$ cat src/rtl/cam_capture_ctrl.sv
`default_nettype none
// ============================================================================
// Module   : cam_capture_ctrl
// Brief    : Captures a 2-byte-per-pixel camera stream and decimates it by 2^S in x and y before it is written to memory.
// Revision : 1.0 - initial release
// ============================================================================
module cam_capture_ctrl #(
    parameter int SRC_W       = 640,
    parameter int SRC_H       = 480,
    parameter int SCALE_SHIFT = 1,
    parameter int ADDR_W      = 17
) (
    input  logic              clk,
    input  logic              reset,
    input  logic              href,
    input  logic              vsync,
    input  logic [7:0]        data,
    input  logic              cap_en,
    input  logic              single_shot,
    input  logic              byte_swap,
    output logic              we,
    output logic [ADDR_W-1:0] wAddr,
    output logic [15:0]       wData,
    output logic              busy,
    output logic              frame_done,
    output logic              frame_short,
    output logic              sync_err
);

    localparam int c_X_W = $clog2(SRC_W + 1);
    localparam int c_Y_W = $clog2(SRC_H + 1);
    localparam int c_DEC = 1 << SCALE_SHIFT;
    localparam logic [c_X_W-1:0]  c_X_LIM    = c_X_W'(SRC_W);
    localparam logic [c_Y_W-1:0]  c_Y_LIM    = c_Y_W'(SRC_H);
    localparam logic [c_X_W-1:0]  c_X_MASK   = c_X_W'(c_DEC - 1);
    localparam logic [c_Y_W-1:0]  c_Y_MASK   = c_Y_W'(c_DEC - 1);
    localparam logic [ADDR_W-1:0] c_ADDR_MAX =
        ADDR_W'((SRC_W >> SCALE_SHIFT) * (SRC_H >> SCALE_SHIFT) - 1);

    typedef enum logic [1:0] {
        IDLE     = 2'd0,
        WAIT_SOF = 2'd1,
        ACTIVE   = 2'd2,
        DONE     = 2'd3
    } state_t;

    state_t            r_state;
    logic              r_vsync_q;
    logic              r_href_q;
    logic              r_phase;
    logic [7:0]        r_byte0;
    logic [c_X_W-1:0]  r_x;
    logic [c_Y_W-1:0]  r_y;
    logic [ADDR_W-1:0] r_addr;

    logic              w_vsync_fall;
    logic              w_vsync_rise;
    logic              w_href_fall;
    logic              w_x_in;
    logic              w_y_in;
    logic              w_on_grid;
    logic              w_store;
    logic [c_Y_W-1:0]  w_y_end;
    logic [15:0]       w_pixel;

    assign w_vsync_fall = r_vsync_q & ~vsync;
    assign w_vsync_rise = ~r_vsync_q & vsync;
    assign w_href_fall  = r_href_q & ~href;
    assign w_x_in       = (r_x < c_X_LIM);
    assign w_y_in       = (r_y < c_Y_LIM);
    assign w_on_grid    = ((r_x & c_X_MASK) == '0) && ((r_y & c_Y_MASK) == '0);
    assign w_store      = href & r_phase & w_x_in & w_y_in & w_on_grid;
    // Line counter saturates at SRC_H so surplus lines stay dropped without wrapping.
    assign w_y_end      = (w_href_fall && w_y_in) ? r_y + 1'b1 : r_y;
    assign w_pixel      = byte_swap ? {data, r_byte0} : {r_byte0, data};

    always_ff @(posedge clk) begin
        if (reset) begin
            r_state     <= IDLE;
            r_vsync_q   <= 1'b0;
            r_href_q    <= 1'b0;
            r_phase     <= 1'b0;
            r_byte0     <= '0;
            r_x         <= '0;
            r_y         <= '0;
            r_addr      <= '0;
            we          <= 1'b0;
            wAddr       <= '0;
            wData       <= '0;
            busy        <= 1'b0;
            frame_done  <= 1'b0;
            frame_short <= 1'b0;
            sync_err    <= 1'b0;
        end else begin
            r_vsync_q <= vsync;
            r_href_q  <= href;
            we        <= 1'b0;
            case (r_state)
                IDLE: begin
                    if (cap_en) begin
                        r_state  <= WAIT_SOF;
                        busy     <= 1'b1;
                        sync_err <= 1'b0;
                    end
                end
                WAIT_SOF: begin
                    if (w_vsync_fall) begin
                        r_state <= ACTIVE;
                        r_x     <= '0;
                        r_y     <= '0;
                        r_phase <= 1'b0;
                        r_addr  <= '0;
                        wAddr   <= '0;
                    end
                end
                ACTIVE: begin
                    if (href) begin
                        r_phase <= ~r_phase;
                        if (!r_phase) begin
                            r_byte0 <= data;
                        end else begin
                            if (w_x_in) begin
                                r_x <= r_x + 1'b1;
                            end else begin
                                sync_err <= 1'b1;
                            end
                            if (w_store) begin
                                we    <= 1'b1;
                                wAddr <= r_addr;
                                wData <= w_pixel;
                                if (r_addr != c_ADDR_MAX) begin
                                    r_addr <= r_addr + 1'b1;
                                end
                            end
                        end
                    end else if (w_href_fall) begin
                        r_y     <= w_y_end;
                        r_x     <= '0;
                        r_phase <= 1'b0;
                        if (r_phase) begin
                            sync_err <= 1'b1;
                        end
                    end
                    if (w_vsync_rise) begin
                        r_state     <= DONE;
                        busy        <= 1'b0;
                        frame_done  <= 1'b1;
                        frame_short <= (w_y_end < c_Y_LIM);
                    end
                end
                DONE: begin
                    frame_done <= 1'b0;
                    // Dropping cap_en mid-frame lets the frame finish, then parks in IDLE.
                    if (single_shot || !cap_en) begin
                        r_state <= IDLE;
                        busy    <= 1'b0;
                    end else begin
                        r_state <= WAIT_SOF;
                        busy    <= 1'b1;
                    end
                end
                default: begin
                    r_state <= IDLE;
                    busy    <= 1'b0;
                end
            endcase
        end
    end

endmodule
`default_nettype wire

$ cat config.mk
export PLATFORM = sky130hd
export DESIGN_NAME = cam_capture_ctrl
export DESIGN_NICKNAME = d
export VERILOG_FILES = /design/src/rtl/cam_capture_ctrl.sv
export SDC_FILE = /design/constraint.sdc
export NUM_CORES = 1
export LEC_CHECK = 0
export CAP_MARGIN = 20
export CORE_ASPECT_RATIO = 1.4
export CORE_MARGIN = 5
export CORE_UTILIZATION = 55
export DETAILED_ROUTE_END_ITERATION = 6
export GPL_ROUTABILITY_DRIVEN = 0
export HOLD_SLACK_MARGIN = 0.08
export PLACE_DENSITY = 0.89
export SETUP_SLACK_MARGIN = 0.2
export SYNTH_ARGS = -nofsm -noshare
export SYNTH_HDL_FRONTEND = slang
export SYNTH_SLANG_ARGS = --single-unit
$ cat constraint.sdc
create_clock -name clk -period 3.1 [get_ports clk]
set_input_delay 0.31 -clock clk [delete_from_list [all_inputs] [get_ports clk]]
set_output_delay 0.31 -clock clk [all_outputs]
set_load 0.005 [all_outputs]
; ---- Yosys cells after proc, flatten, opt, wreduce, memory -nomap -nowiden
; Index checks and enable logic that the tools add are counted.
[totals]
regBits = 87
input_bits = 15
output_inout_bits = 38
wordCells = 119
[op_classes]
addsub = 3
order_cmp = 3
eq_ne = 17
mux = 45
bitwise_logic = 12
n_reduce_logical = 24
[op_table]
columns = op, n
row1 = $mux W17, 8
row2 = $pmux W17 S2, 2
row3 = $mux W10, 5
row4 = $mux W9, 4
row5 = $pmux W10 S2, 1
row6 = $lt A9 B9 Y1 const B, 2
row7 = $ne A2 B2 Y1 const B, 9
row8 = $pmux W9 S2, 1
row9 = $add A17 B1 Y17 const B, 1
row10 = $ne A17 B17 Y1 const B, 1
row11 = $mux W16, 1
row12 = $mux W1, 15
row13 = $reduce_and A5 Y1, 3
row14 = $ne A3 B3 Y1 const B, 4
row15 = $reduce_and A3 Y1, 4
row16 = $add A10 B1 Y10 const B, 1
row17 = $logic_not A10 Y1, 1
row18 = $lt A10 B10 Y1 const B, 1
row19 = $add A9 B1 Y9 const B, 1
row20 = $logic_not A9 Y1, 1
row21 = $pmux W2 S4, 1
row22 = $reduce_and A4 Y1, 2
row23 = $and A1 B1 Y1, 7
row24 = $mux W2, 3
row25 = other kinds (14), 25

; ---- Depth between registers and ports, before layout
; Gate-level depths: netlist of the first run.
[logic_depth]
ltp_word = 8
ltp_mapped = 10
depth_no_buf = 7

; ---- Worst setup path after synthesis of the first run
; No wires, ideal clock.
[synth_path]
kind = reg2reg
start = register r_state[0]
end = register wAddr[10]
setup_ns = 0.132
arrival_time_ns = 2.040
required_ns = 2.968
slack_ns = 0.928
stages_incl_launch_ff = 11
n_path_buf = 3
synth_period_minus_slack_ns = 2.172
cell_sequence = dfxtp_1 -> inv_1 -> ha_1 -> nand3b_1 -> o41a_1 -> buf_2 -> or2_2 -> buf_2 -> buf_2 -> nand2_1 -> a21oi_1
[synth_via]
elab_chain_len = 3
word_cells_on_any_way = 9
cone_classes = eq/ne: 6 / mux: 1 / reduce/logical: 2
[synth_rtl]
columns = item, line_no
row1 = "start, declared", 47  ; state_t r_state;
row2 = "start signal, assigned", 79  ; r_state <= IDLE;
row3 = "start signal, assigned", 101  ; r_state <= WAIT_SOF;
row4 = "start signal, assigned", 108  ; r_state <= ACTIVE;
row5 = $eq A2 B2 Y1 / $eq A2 B1 Y1 (equally long branches), 98  ; case (r_state)
row6 = $ne A2 B2 Y1 (no line) / $reduce_bool A2 Y1 (equally long branches), -
row7 = $reduce_and A5 Y1 (no line), -
row8 = "end signal, assigned", 129  ; wAddr <= r_addr;
row9 = "end, declared", 22  ; output logic [ADDR_W-1:0] wAddr,
; Parallel ways exist; a longest one is shown, timed or not.
; A chain may end at the register's enable or synchronous reset.

; ---- Worst setup path after layout of the first run
[layout_path]
start = register r_state[0]
end = register r_addr[7]
[layout_via]
elab_chain_len = 3
word_cells_on_any_way = 10
cone_classes = eq/ne: 7 / mux: 1 / reduce/logical: 2
[layout_rtl]
columns = item, line_no
row1 = $eq A2 B2 Y1 / $eq A2 B1 Y1 (equally long branches), 98
row2 = $ne A2 B2 Y1 (no line) / $reduce_bool A2 Y1 (equally long branches), -
row3 = $reduce_and A6 Y1 (no line), -
row4 = "end signal, assigned", 132  ; r_addr <= r_addr + 1'b1;
row5 = "end, declared", 54  ; logic [ADDR_W-1:0] r_addr;
; Parallel ways exist; a longest one is shown, timed or not.

==> results of run 1 <==
-- registers in the layout (all words and copies together), names as in the netlist, 2 cells and up --
| name | cells |
|---|---|
| r_state | 2 |
| r_byte0 | 8 |
| r_y | 9 |
| r_x | 10 |
| wAddr | 17 |
| r_addr | 17 |
| wData | 16 |
-- Yosys cell counts (9+ instances only) --
cell | instances | area share, %
a211oi_1 | 17 | 3.1
a21oi_1 | 35 | 4.2
and3_1 | 9 | 1.3
clkbuf_1 | 27 | 2.4
dfxtp_1 | 87 | 42
ha_1 | 9 | 2.7
mux2i_1 | 29 | 7.0
nand2_1 | 48 | 4.3
nand3_1 | 28 | 3.4
nand4_1 | 16 | 2.4
nor2_1 | 48 | 4.3
nor2b_1 | 10 | 1.5
o21ai_0 | 14 | 1.7
-- per-stage QoR --
| stage | hold slack [ps] | power, uW | cell area (sq um) | worst slack (ps) |
|---|---|---|---|---|
| finish | 429.2 | 2795 | 4917 | 560.1 |
| global route | 448.5 | 2946 | 4917 | 328.9 |
| CTS | 416.9 | 2796 | 4917 | 562.4 |
| detailed placement | 448.8 | 2100 | 4742 | 381.5 |
| global placement | 441.4 | 2064 | 4742 | 464.8 |
| floorplan | 438.2 | 1881 | 4175 | 927.9 |
-- cells in the final DEF, fill, tap and decap left out, types with 9 or more instances in the layout --
| cell | count |
|---|---|
| ha_1 | 9 |
| clkdlybuf4s50_1 | 51 |
| nor2_1 | 48 |
| dfxtp_1 | 87 |
| nand2_1 | 48 |
| clkbuf_8 | 10 |
| nor2b_1 | 10 |
| nand3_1 | 28 |
| o21ai_0 | 14 |
| mux2i_1 | 29 |
| a21oi_1 | 35 |
| nand4_1 | 16 |
| a211oi_1 | 17 |
| and3_1 | 9 |
-- power breakdown --
group          switching, uW  internal [uW]
clock                    396            312
sequential              37.1           1160
combinational            585            308
-- layout make-up --
| type | count | area (sq um) |
|---|---|---|
| Fill cell | 610 | 2444 |
| Multi-Input combinational cell | 365 | 2277 |
| Sequential cell | 87 | 1742 |
| Timing Repair Buffer | 60 | 575.6 |
| Clock buffer | 11 | 141.4 |
| Tap cell | 97 | 121.4 |
| Clock inverter | 5 | 33.78 |
| Inverter | 7 | 26.28 |
-- layer usage --
layer	GRT usage [%]	part of all wire (%)	vias up
met5	0	0	-
met4	12.12	2.7	0
met3	4.370	5.6	21
met2	34.73	50	119
met1	23.11	41	1785
li1	-	-	1856
-- cells by family (layout without fill, tap and decap cells) --
family | Yosys count | in the layout | synth area share (%)
AND/OR/NAND/NOR | 214 | 214 | 26.58
AO/OA/AOI/OAI | 103 | 103 | 16.06
flip-flops | 87 | 87 | 41.71
buffers and inverters | 41 | 83 | 3.896
multiplexers | 29 | 29 | 6.952
XOR/XNOR | 10 | 10 | 2.098
adder cells (fa/ha/maj) | 9 | 9 | 2.697
-- worst paths after layout --
kind          endpoint  slack [ps]  cells after the start
min          r_addr[6]         430                      2
max          r_addr[7]         560                      7
min reg2reg   wAddr[3]         460                      2
max reg2reg  r_addr[7]         560                      7
==> metrics.yaml, run 1 <==
fp.dieH_um: 113.1
grt_pass1_vias: 3691
ys_types: 51
post_cts_buffers: 0
critPathTopFamily: "compound AO/OA/AOI/OAI gates"
worstPathArrival_ps: 2830
syn_nets: 517
layout.nets: 554
yosysWarnings: 0
fin_tns_setup_ps: 0
utilization_pct: 66.80
port_buffers: 52
reg2reg_from: "r_state[0]"
n_antenna_cell: 0
ant_nets: 0
initial_core_util_pct: 56.72
dp.cells: 616
drt_wl_total_um: 9428
die-width_um: 83.64
grt_pass1_wl_um: 16140
yosysSeqAreaShare_pct: 41.71
grt_use_total_pct: 20.31
synthCells: 493
startpoint_type: "register"
antenna_found_initial: 0
hold_class: "input port to register"
path_max_fanout: 14
status: "finished, final reports clean"
hold_viol: 0
cts_buffer_depth: 2
synth_area_sq_um: 4175
core_sq_um: 7361
slowest_delay_ps: 560
rsz0062_at_grt: "no"
synth_edf_count: 0
drc_errors: 0
critPathKind: "register to register"
fin_crit_sh_pct: 81.93
clock_sinks: 87
cp_num_buf_inv: 1
finalCriticalPeriod_ps: 2540
die-area_sq_um: 9458
cts_buffers: 9
setup_viol: 0
cap_violations: 0
grt_overflow_total: 0
cts_root_buf: "clkbuf_8"
cts_htree_levels: 3
path_clk_slew_ps: 90
vias_per_cell: 5.983
tritoncts: "built"
layout.cells.non_filler: 632
p_per_area_nw_per_um2: 568.4
fmax_mhz: 393.7
crit_required_ps: 3390
grt_max_degree: 52
vias: 3781
slew_headroom_pct: 40.24
cp-startpoint: "r_state[0]"
synthFlopType: "dfxtp_1"
slowest_stage: "or4b_1"
post_cts_resize_count: 0
max_slew.worst_pin.slew_ps: 893.6
finClkSkew_ps: 12.37
wl_per_cell_um: 14.92
avgSynthCellArea_sq_um: 8.469
clk_latency_ps: 360
ios: 53
async_flop_share_pct: 0
hold_path_startpoint: "reset"
slew_violations: 0
peakVddDrop_mv: 0.3147
ys_ff_latch: 87
path_cells: "inv_1 -> ha_1 -> nand3b_1 -> o41a_1 -> a211o_1 -> or4b_1 -> a31oi_1"
dr.first_iter.drc_count: 292
drive_above_1_share_pct: 5.981
p_leak_uw: 0.001730
placementRows: 37
area_growth_pct: 17.77
critPathCaptureType: "register"
dp_hpwl_um: 6653
postCtsHoldBufs: 0
dr.pass1.iters: 7
(Power assumes the default switching activity.)
==> run 2: changes to the inputs <==
- CORE_UTILIZATION: 55 -> 50
- PLACE_DENSITY: 0.89 -> 0.86
- clock period: 3.1 -> 2.3 ns (I/O delays scaled with it)
==> run 2 against run 1 <==
First-iteration DRC count grew 4.5%. Worst setup slack lost 310 ps. Global-route usage shrank 0.11 points. Final area grew 9.1%. Sequential share of layout area shrank 2.8 points. Routed wire length grew 10%. Combinational power grew 67%. Hold slack lost 15 ps. Sequential cell count is the same. Largest cell class unchanged.
==> metrics.yaml, run 2 (synthesis gave the netlist of run 1 again) <==
hold_class: "input port to register"
grt_use_total_pct: 20.20  # -0.11 points
p_per_area_nw_per_um2: 869.4  # +53%
crit_required_ps: 2570  # -820 ps
grt_pass1_vias: 3781  # +2.4%
port_buffers: 52  # unchanged
tritoncts: "built"
grt_max_degree: 80  # +54%
slew_violations: 0  # unchanged
finalCriticalPeriod_ps: 2050  # -489.6 ps
ant_nets: 0  # unchanged
finClkSkew_ps: 5.211  # -7.159 ps
layout.nets: 584  # +5.4%
placementRows: 39  # +5.4%
vias_per_cell: 5.862  # -2.0%
path_clk_slew_ps: 60  # -30 ps
dp_hpwl_um: 7103  # +6.8%
max_slew.worst_pin.slew_ps: 417.8  # -475.7 ps
slew_headroom_pct: 72.04  # +32 points
dr.pass1.iters: 6  # -1
core_sq_um: 8149  # +11%
path_max_fanout: 4  # -10
clock_sinks: 87  # unchanged
vias: 3904  # +3.3%
worstPathArrival_ps: 2320  # -510 ps
drt_wl_total_um: 10380  # +10%
fin_hold_ws_ps: 413.8  # -15.33 ps
top_regs: "r_addr x17, wAddr x17, wData x16"
antenna_found_initial: 0  # unchanged
p_leak_uw: 0.001951  # +13%
layout.cells.non_filler: 666  # +5.4%
startpoint_type: "register"
cts_buffer_depth: 2  # unchanged
grt_overflow_total: 0  # unchanged
cts_buffers: 9  # unchanged
fmax_mhz: 487.7  # +24%
critPathCaptureType: "register"
fin_tns_setup_ps: 0  # unchanged
peakVddDrop_mv: 0.5553  # +76%
cts_root_buf: "clkbuf_16"
fin_crit_sh_pct: 89.15  # +7.2 points
hold_viol: 0  # unchanged
drive_above_1_share_pct: 13.12  # +7.1 points
area_growth_pct: 28.53
grt_pass1_wl_um: 17090  # +5.9%
final_common_cell: "dfxtp_1"
power_uw: 4665  # +67%
ios: 53  # unchanged
fp.dieH_um: 118.1  # +4.5%
rsz0062_at_grt: "yes"
die-width_um: 87.23  # +4.3%
status: "finished, final reports clean"
clk_latency_ps: 340  # -20 ps
final_cell_mix: "dfxtp_1 (84), clkdlybuf4s50_1 (51), nand2_1 (48)"
finalWorstSetupSlack_ps: 249.6  # -310.4 ps
wl_per_cell_um: 15.59  # +4.5%
n_antenna_cell: 0  # unchanged
dr.first_iter.drc_count: 305  # +4.5%
dp.cells: 645  # +4.7%
place_ws_ps: 5.690  # -375.8 ps
setup_viol: 0  # unchanged
initial_core_util_pct: 51.24  # -5.5 points
cts_htree_levels: 3  # unchanged
drc_errors: 0  # unchanged
die-area_sq_um: 10300  # +8.9%
critPathKind: "register to register"
cap_violations: 0  # unchanged
## run 2: changes by cell type in the layout (fill, tap and decap cells not counted), sizes merged
cell      change
buf          +30
bufinv        +2
clkbuf        -2
clkinv        -2
inv           +2
clkinvlp      -1
## run 2: stage by stage
stage	instance area [sq um]	utilization, %
final	5366	65.85
after global routing	5366	65.85
after CTS	5324	65.33
after detailed placement	4966	60.94
after global placement	4966	60.94
after floorplan	4188	-
## run 2: routing by layer
layer	vias up	global-route usage (%)	part of all wire (%)
li1	1922	-	-
met1	1850	23.42	41
met2	111	35.17	52
met3	21	5.252	5.4
met4	0	7.198	1.8
met5	-	0	0
## run 2: path summary, 6_finish.rpt
path	from	end	slack [ps]	cells past startpoint
worst max-delay path	r_x[8]	r_addr[15]	250	5
worst min-delay path	reset	r_addr[1]	410	3
worst max register to register	r_x[8]	r_addr[15]	250	5
worst min register to register	wAddr[16]	wAddr[16]	450	2
## run 2: power by group
group / leakage, uW / total [uW] / internal (uW) / switching [uW]
Combinational: 0.00109 / 1490 / 617 / 875
Sequential: 0.000703 / 1620 / 1570 / 51.5
Clock: 0.000153 / 1550 / 954 / 598
## run 2: critical path, cell delays in order (launching register included)
cell and delay (ps):
dfxtp_1 330, o21a_2 250, o41a_1 440, a211o_1 280, or4b_1 520, a31oi_1 160
## run 2: what timing repair did
item | 4_1_cts | 5_1_grt
setup endpoints to repair | 22 | 17
setup buffers | 4 | 2
pin swaps | 3 | 3
hold buffers | 0 | 0
resized for setup | 4 | 9
## run 2: area by class of cell
type / count / area, sq um
inverter: 7 / 26.28
fill: 595 / 2783
sequential: 87 / 1748
clock inverter: 6 / 93.84
tap: 102 / 127.6
timing repair buffer: 90 / 825.8
multi-input combinational: 365 / 2320
clock buffer: 9 / 225.2
